### src/rtl/ulpi_pkg.sv
// Shared ULPI link constants: PID nibbles, TX CMD prefix, CRC16 parameters,
// transmit FSM state encodings and PID classification helpers.
package ulpi_pkg;

  localparam logic [7:0] TXCMD_PREFIX = 8'h40;

  // Handshake PIDs (low nibble)
  localparam logic [3:0] PID_ACK   = 4'h2;
  localparam logic [3:0] PID_NAK   = 4'hA;
  localparam logic [3:0] PID_STALL = 4'hE;
  localparam logic [3:0] PID_NYET  = 4'h6;

  // Data PIDs (low nibble)
  localparam logic [3:0] PID_DATA0 = 4'h3;
  localparam logic [3:0] PID_DATA1 = 4'hB;
  localparam logic [3:0] PID_DATA2 = 4'h7;
  localparam logic [3:0] PID_MDATA = 4'hF;

  localparam logic [15:0] CRC16_INIT = 16'hFFFF;
  localparam logic [15:0] CRC16_POLY = 16'hA001;

  // Transmit FSM state encodings
  localparam logic [3:0] ST_IDLE   = 4'd0;
  localparam logic [3:0] ST_TURN   = 4'd1;
  localparam logic [3:0] ST_TXCMD  = 4'd2;
  localparam logic [3:0] ST_DATA   = 4'd3;
  localparam logic [3:0] ST_CRC_LO = 4'd4;
  localparam logic [3:0] ST_CRC_HI = 4'd5;
  localparam logic [3:0] ST_STOP   = 4'd6;
  localparam logic [3:0] ST_GAP    = 4'd7;
  localparam logic [3:0] ST_DRAIN  = 4'd8;

  // A PID byte carries its own check field: upper nibble is the complement of the lower.
  function automatic logic pid_ok(input logic [7:0] pid);
    return pid[7:4] == ~pid[3:0];
  endfunction

  function automatic logic pid_is_data(input logic [3:0] nib);
    return (nib == PID_DATA0) || (nib == PID_DATA1) ||
           (nib == PID_DATA2) || (nib == PID_MDATA);
  endfunction

endpackage

### src/rtl/ulpi_tx_encoder_if.sv
// ULPI transmit bus plus AXI-Stream packet source.
//   ulpi_dir_i / ulpi_nxt_i      : PHY bus ownership and byte-accept
//   ulpi_stp_o / ulpi_data_o / ulpi_oe_o : link drive side (tristate in parent)
//   s_tvalid_i / s_tready_o / s_tlast_i / s_tdata_i : packet in, first byte is PID
// master: the encoder; slave: PHY plus packet source.
interface ulpi_tx_encoder_if;
  logic       ulpi_dir_i;
  logic       ulpi_nxt_i;
  logic       ulpi_stp_o;
  logic [7:0] ulpi_data_o;
  logic       ulpi_oe_o;
  logic       s_tvalid_i;
  logic       s_tready_o;
  logic       s_tlast_i;
  logic [7:0] s_tdata_i;

  modport master (
    input  ulpi_dir_i, ulpi_nxt_i, s_tvalid_i, s_tlast_i, s_tdata_i,
    output ulpi_stp_o, ulpi_data_o, ulpi_oe_o, s_tready_o
  );

  modport slave (
    output ulpi_dir_i, ulpi_nxt_i, s_tvalid_i, s_tlast_i, s_tdata_i,
    input  ulpi_stp_o, ulpi_data_o, ulpi_oe_o, s_tready_o
  );
endinterface

### src/rtl/usb_crc16.sv
// USB CRC16 (reflected poly 0xA001), one byte per enabled cycle.
//   clock, areset_n : clock, async active-low reset (state -> 16'hFFFF)
//   clear           : synchronous reload of the initial value
//   enable, data    : fold one byte into the running CRC
//   crc             : current (uncomplemented) CRC state
module usb_crc16
  import ulpi_pkg::*;
(
  input  logic        clock,
  input  logic        areset_n,
  input  logic        clear,
  input  logic        enable,
  input  logic [7:0]  data,
  output logic [15:0] crc
);
  logic [15:0] crc_q;
  logic [15:0] crc_next;

  always_comb begin
    crc_next = crc_q ^ {8'h00, data};
    for (int unsigned i = 0; i < 8; i++) begin
      crc_next = crc_next[0] ? ((crc_next >> 1) ^ CRC16_POLY) : (crc_next >> 1);
    end
  end

  always_ff @(posedge clock or negedge areset_n) begin
    if (!areset_n)   crc_q <= CRC16_INIT;
    else if (clear)  crc_q <= CRC16_INIT;
    else if (enable) crc_q <= crc_next;
  end

  assign crc = crc_q;
endmodule

### src/rtl/ulpi_tx_encoder.sv
// ULPI link transmit encoder: turns an AXI-Stream packet (PID first) into
// TX CMD, payload, CRC16 and STP on the ULPI bus.
//   clock, areset_n : 60 MHz ULPI clock, async active-low reset
//   bus             : ULPI drive side and AXI-S source (master modport)
//   busy_o          : packet in progress (any state but IDLE)
//   done_o          : one-cycle pulse with STP
//   abort_o         : one-cycle pulse on PHY bus grab or source underrun
//   pid_err_o       : one-cycle pulse on PID complement failure
module ulpi_tx_encoder
  import ulpi_pkg::*;
#(
  parameter bit HIGH_SPEED = 1'b1
) (
  input  logic              clock,
  input  logic              areset_n,
  ulpi_tx_encoder_if.master bus,
  output logic              busy_o,
  output logic              done_o,
  output logic              abort_o,
  output logic              pid_err_o
);
  logic [3:0]  state_q, state_d;
  logic        dir_lo_q;
  logic        dir, nxt, ta_ok, drive_state;
  logic [15:0] crc, crc_tx;
  logic        crc_clear, crc_en;
  logic        stp_c, tready_c, done_c, abort_c, pid_err_c;
  logic [7:0]  data_c;

  assign dir    = bus.ulpi_dir_i;
  assign nxt    = bus.ulpi_nxt_i;
  // Turnaround: dir LO this cycle and the previous one.
  assign ta_ok  = !dir && dir_lo_q;
  assign crc_tx = ~crc;

  usb_crc16 u_crc (
    .clock    (clock),
    .areset_n (areset_n),
    .clear    (crc_clear),
    .enable   (crc_en),
    .data     (bus.s_tdata_i),
    .crc      (crc)
  );

  always_ff @(posedge clock or negedge areset_n) begin
    if (!areset_n) begin
      state_q  <= ST_IDLE;
      dir_lo_q <= 1'b0;
    end else begin
      state_q  <= state_d;
      dir_lo_q <= !dir;
    end
  end

  always_comb begin
    state_d   = state_q;
    stp_c     = 1'b0;
    data_c    = '0;
    tready_c  = 1'b0;
    done_c    = 1'b0;
    abort_c   = 1'b0;
    pid_err_c = 1'b0;
    crc_clear = 1'b0;
    crc_en    = 1'b0;
    case (state_q)
      ST_IDLE, ST_TURN: begin
        crc_clear = 1'b1;
        if (!bus.s_tvalid_i)            state_d = ST_IDLE;
        else if (!ta_ok)                state_d = ST_TURN;
        else if (!pid_ok(bus.s_tdata_i)) begin
          pid_err_c = 1'b1;
          state_d   = ST_DRAIN;
        end else                        state_d = ST_TXCMD;
      end
      ST_TXCMD: begin
        data_c = TXCMD_PREFIX | {4'h0, bus.s_tdata_i[3:0]};
        // PID byte stays unconsumed on abort so the packet restarts from IDLE.
        if (dir) begin
          abort_c = 1'b1;
          state_d = ST_IDLE;
        end else if (nxt) begin
          tready_c = 1'b1;
          if (!pid_is_data(bus.s_tdata_i[3:0])) state_d = ST_STOP;
          else if (bus.s_tlast_i)               state_d = ST_CRC_LO;
          else                                  state_d = ST_DATA;
        end
      end
      ST_DATA: begin
        data_c = bus.s_tdata_i;
        if (dir || !bus.s_tvalid_i) begin
          abort_c = 1'b1;
          state_d = ST_DRAIN;
        end else if (nxt) begin
          tready_c = 1'b1;
          crc_en   = 1'b1;
          if (bus.s_tlast_i) state_d = ST_CRC_LO;
        end
      end
      ST_CRC_LO: begin
        data_c = crc_tx[7:0];
        if (dir) begin
          abort_c = 1'b1;
          state_d = ST_IDLE;
        end else if (nxt) state_d = ST_CRC_HI;
      end
      ST_CRC_HI: begin
        data_c = crc_tx[15:8];
        if (dir) begin
          abort_c = 1'b1;
          state_d = ST_IDLE;
        end else if (nxt) state_d = ST_STOP;
      end
      ST_STOP: begin
        stp_c   = 1'b1;
        done_c  = 1'b1;
        state_d = HIGH_SPEED ? ST_IDLE : ST_GAP;
      end
      ST_GAP:   state_d = ST_IDLE;
      ST_DRAIN: begin
        tready_c = 1'b1;
        if (bus.s_tvalid_i && bus.s_tlast_i) state_d = ST_IDLE;
      end
      default:  state_d = ST_IDLE;
    endcase
  end

  assign drive_state = (state_q == ST_TXCMD)  || (state_q == ST_DATA) ||
                       (state_q == ST_CRC_LO) || (state_q == ST_CRC_HI) ||
                       (state_q == ST_STOP);

  // dir gates the drive combinationally so the link releases the bus the same cycle.
  assign bus.ulpi_oe_o   = drive_state && !dir;
  assign bus.ulpi_data_o = bus.ulpi_oe_o ? data_c : 8'h00;
  assign bus.ulpi_stp_o  = stp_c;
  assign bus.s_tready_o  = tready_c;
  assign busy_o          = (state_q != ST_IDLE);
  assign done_o          = done_c;
  assign abort_o         = abort_c;
  assign pid_err_o       = pid_err_c;
endmodule

### src/flat_wrapper.sv
// flat-port wrapper written by rule: the top's interface ports become plain ports
module ulpi_tx_encoder_flat import ulpi_pkg::*;
#(
  parameter bit HIGH_SPEED = 1'b1
)
  (clock, areset_n, busy_o, done_o, abort_o, pid_err_o, bus_ulpi_dir_i, bus_ulpi_nxt_i, bus_s_tvalid_i, bus_s_tlast_i, bus_s_tdata_i, bus_ulpi_stp_o, bus_ulpi_data_o, bus_ulpi_oe_o, bus_s_tready_o);
  ulpi_tx_encoder_if bus_i ();
  input  logic clock;
  input  logic areset_n;
  output logic busy_o;
  output logic done_o;
  output logic abort_o;
  output logic pid_err_o;
  input wire logic [$bits(bus_i.ulpi_dir_i)-1:0] bus_ulpi_dir_i;
  input wire logic [$bits(bus_i.ulpi_nxt_i)-1:0] bus_ulpi_nxt_i;
  input wire logic [$bits(bus_i.s_tvalid_i)-1:0] bus_s_tvalid_i;
  input wire logic [$bits(bus_i.s_tlast_i)-1:0] bus_s_tlast_i;
  input wire logic [$bits(bus_i.s_tdata_i)-1:0] bus_s_tdata_i;
  output wire logic [$bits(bus_i.ulpi_stp_o)-1:0] bus_ulpi_stp_o;
  output wire logic [$bits(bus_i.ulpi_data_o)-1:0] bus_ulpi_data_o;
  output wire logic [$bits(bus_i.ulpi_oe_o)-1:0] bus_ulpi_oe_o;
  output wire logic [$bits(bus_i.s_tready_o)-1:0] bus_s_tready_o;
  assign bus_i.ulpi_dir_i = bus_ulpi_dir_i;
  assign bus_i.ulpi_nxt_i = bus_ulpi_nxt_i;
  assign bus_i.s_tvalid_i = bus_s_tvalid_i;
  assign bus_i.s_tlast_i = bus_s_tlast_i;
  assign bus_i.s_tdata_i = bus_s_tdata_i;
  assign bus_ulpi_stp_o = bus_i.ulpi_stp_o;
  assign bus_ulpi_data_o = bus_i.ulpi_data_o;
  assign bus_ulpi_oe_o = bus_i.ulpi_oe_o;
  assign bus_s_tready_o = bus_i.s_tready_o;
  ulpi_tx_encoder #(.HIGH_SPEED(HIGH_SPEED)) u_core (.clock(clock), .areset_n(areset_n), .bus(bus_i), .busy_o(busy_o), .done_o(done_o), .abort_o(abort_o), .pid_err_o(pid_err_o));
endmodule
### config.mk
export PLATFORM = sky130hd
export DESIGN_NAME = ulpi_tx_encoder_flat
export DESIGN_NICKNAME = d
export VERILOG_FILES = /design/src/rtl/ulpi_pkg.sv /design/src/rtl/ulpi_tx_encoder_if.sv /design/src/rtl/usb_crc16.sv /design/src/rtl/ulpi_tx_encoder.sv /design/src/flat_wrapper.sv
export SDC_FILE = /design/constraint.sdc
export NUM_CORES = 1
export LEC_CHECK = 0
export CORE_UTILIZATION = 45
export DETAILED_ROUTE_END_ITERATION = 7
export GPL_TIMING_DRIVEN = 0
export PLACE_DENSITY = 0.78
export SYNTH_ARGS = -nofsm -noshare
export SYNTH_HDL_FRONTEND = slang
export SYNTH_HIERARCHICAL = 1
export SYNTH_SLANG_ARGS = --single-unit
### constraint.sdc
create_clock -name clock -period 2.3 [get_ports clock]
set_input_delay 0.69 -clock clock [delete_from_list [all_inputs] [get_ports clock]]
set_output_delay 0.69 -clock clock [all_outputs]
set_load 0.02 [all_outputs]
==> results_dict.tcl <==
set metrics [dict create \
    status "finished, violations left" \
    violations "negative setup slack" \
    use_met2_pct 39.0 \
    vdd_drop_max_uv 302 \
    r2r_end "u_core/u_crc/crc[14]" \
    clock_latency_ns 0.30 \
    yosys.area.top_type "dfstp_2" \
    path_cells "dlygate4sd2_1, xor2_1, nand4_1, nor2b_1, buf_4" \
    path_class "in -> out" \
    slew_headroom_pct 37.8 \
    hpwl_um 2790 \
    drcViolationCount 0 \
    critPathMaxStageDelay_ns 0.27 \
    die_w_um 61.8 \
    setup_viol 1 \
    cpMaxStageDelayCell "dlygate4sd2_1" \
    die-area_sq_um 3820 \
    grt_util_met3_pct 2.69 \
    post-route-period-util_pct 102 \
    io_buffers 28 \
    critPathRequiredTime_ns 1.61 \
    grt_first_pass_wirelength_um 6490 \
    grt.busiest_layer "met2" \
    syn_inst 180 \
    wirelength_um 4280 \
    power_density_nw_per_um2 421 \
    drive_gt1_share_pct 37.4 \
    finClkSkew_ns 0.00226 \
    grt_setup_unrepaired "true" \
    hold_depth 2 \
    grt_pass1_vias 1384 \
    synth_top_area_share_pct 26.1 \
    final_area_sq_um 2120 \
    leakage_nw 0.882 \
    reg2reg_depth 5 \
    tns_ns -0.0468 \
    via_per_inst 5.64 \
    tightest_slew_ns 0.931 \
    ioPinCount 29 \
    ys_types 43 \
    synthesis.nets 194 \
    global_route.overflow_total 0 \
    use_met1_pct 31.4 \
    crit_path_max_fanout 3 \
    routed-via-count 1495 \
    clock_path_buffers 2 \
    layout_min_cycle_time_ns 2.35 \
    design.core.area_sq_um 3390 \
    setup_ws_ns -0.0468 \
    antenna_found_initial 0 \
    clk_pin_slew_ns 0.12 \
    htreeDepth 1 \
    crit_end "pid_err_o" \
    hold_class "reg -> reg" \
    clock.fmax_mhz 426 \
    rr_startpoint "u_core/u_crc/crc[3]" \
    cts_tree "yes" \
    place.gp.congestion 0.910 \
    routedWlPerCell_um 16.1 \
    synth_flop_cell "dfstp_2" \
    synth_edf_count 0 \
    end_kind "primary output" \
    hold_viol 0 \
    synth_seq_cells 21 \
    die-height_um 61.8 \
    cap_violations 0 \
    cts.sinks 21 \
    drt_iter0_markers 90 \
    rrSetupSlack_ns 0.33 \
    num_antenna_cells 0 \
    rows 21 \
    worstPathArrival_ns 1.66 \
    root_buffer "clkbuf_4" \
    synth_area_leaders "dfstp_2 (26%), dfrtp_1 (7.8%), xnor2_1 (7.1%)" \
    slew_violations 0 \
    crit_start "bus_s_tdata_i[3]" \
    ys_warn_count 6 \
    finalNetCount 234 \
    cts_buffers 3 \
    grt_usage_pct 23.9 \
    ys_seq_area_share_pct 33.9 \
    fill_cells 291 \
    syn_area_per_cell_sq_um 8.94 \
    syn_area_sq_um 1610 \
    grt_max_degree 22 \
    drt.antenna.violating_nets 0 \
    initial_core_util_pct 47.5 \
    ys_async_sr_fraction_pct 100 \
    syn2layout_area_growth_pct 31.6 \
    dr.pass1.iters 4 \
    worst_setup_path_start_kind "primary input" \
    place_area_sq_um 1970 \
]
==> logic make-up (layout without fill, tap and decap cells) <==
kind of cell / after synthesis / after routing / share of synthesized area [%]
AND/OR/NAND/NOR: 72 / 73 / 24.1
AO/OA/AOI/OAI: 36 / 36 / 15.6
XOR/XNOR: 24 / 24 / 14.5
flip-flops: 21 / 21 / 33.9
buffers and inverters: 17 / 55 / 5.13
multiplexers: 10 / 10 / 6.84
==> power by group <==
| part | leakage [nW] | switching, mW | total [mW] | internal (mW) |
|---|---|---|---|---|
| clock | 0.0150 | 0.113 | 0.180 | 0.0676 |
| combinational | 0.634 | 0.171 | 0.318 | 0.146 |
| sequential | 0.232 | 0.0154 | 0.394 | 0.379 |
| total | 0.882 | 0.300 | 0.892 | 0.592 |
==> layout make-up <==
| cell class | instances | area [sq um] | area share [%] |
|---|---|---|---|
| Buffer | 11 | 97.6 | 4.61 |
| Clock buffer | 4 | 26.3 | 1.24 |
| Inverter | 4 | 15.0 | 0.709 |
| Multi-Input combinational cell | 143 | 1070 | 50.7 |
| Sequential cell | 21 | 547 | 25.8 |
| Tap cell | 46 | 57.6 | 2.72 |
| Timing Repair Buffer | 36 | 302 | 14.2 |
==> critical path, delay by kind of cell <==
family	cells	cell delay [ns]
and+or+nand+nor	2	0.34
xor gates and xnor gates	1	0.20
buffers and inverters	2	0.43
==> synth_stat cells, drive strengths merged (2+ instances only) <==
| cell | count |
|---|---|
| nand4 | 2 |
| a211o | 5 |
| nand2b | 2 |
| nand4b | 2 |
| nor2 | 24 |
| dfrtp | 5 |
| clkbuf | 7 |
| nand3 | 3 |
| inv | 4 |
| nor3b | 3 |
| nand2 | 7 |
| or2 | 9 |
| xor2 | 9 |
| a21oi | 10 |
| nor2b | 7 |
| a22oi | 9 |
| o31ai | 2 |
| xnor2 | 14 |
| a41oi | 2 |
| dfstp | 16 |
| buf | 6 |
| mux2i | 8 |
| o21ai | 2 |
| nor3 | 7 |
| and3 | 3 |
| mux2 | 2 |
==> worst min-delay path by stage <==
stage | start | to
4_1_cts | u_core/u_crc/crc[9] | u_core/u_crc/crc[9]
6_report | u_core/u_crc/crc[9] | u_core/u_crc/crc[9]
3_3_place_gp | u_core/u_crc/crc[9] | u_core/u_crc/crc[9]
5_1_grt | u_core/u_crc/crc[0] | u_core/u_crc/crc[0]
2_1_floorplan | areset_n | u_core/dir_lo_q
3_5_place_dp | u_core/u_crc/crc[9] | u_core/u_crc/crc[9]
==> per-stage QoR <==
step | util, % | std cells | hold WS, ns | worst slack [ns] | power, mW
finish | 62.5 | 265 | 0.585 | -0.0468 | 0.892
global route | 62.5 | 265 | 0.610 | -0.110 | 0.928
CTS | 60.8 | 265 | 0.574 | 0.00288 | 0.886
detailed placement | 58.0 | 254 | 0.556 | -0.961 | 0.657
global placement | 58.0 | 254 | 0.527 | -0.977 | 0.655
floorplan | - | 180 | 0.394 | 0.123 | 0.559
==> placed cells by master, fill, tap and decap left out, drive strengths merged, types with 8 or more instances in the layout <==
master   n
mux2i    8
or2     10
dfstp   16
xor2     9
a22oi    9
buf     26
nor2    24
a21oi   10
clkbuf  11
xnor2   14
==> sequential cells by signal, indices dropped and copies added (netlist names) <==
register,count
u_core/dir_lo_q,1
u_core/u_crc/crc,16
u_core/state_q,4
==> repair_timing <==
action,4_1_cts,5_1_grt
gates cloned,2,0
hold buffers,0,0
setup buffers,6,1
setup endpoints to repair,30,20
pin swaps,2,1
resized for setup,97,21
==> layer usage <==
layer	up-vias	share of wire [%]
li1	710	-
met1	716	44
met2	57	48
met3	12	5.4
met4	0	2.9
met5	-	0
No activity file was read; power rests on OpenSTA's default activity.
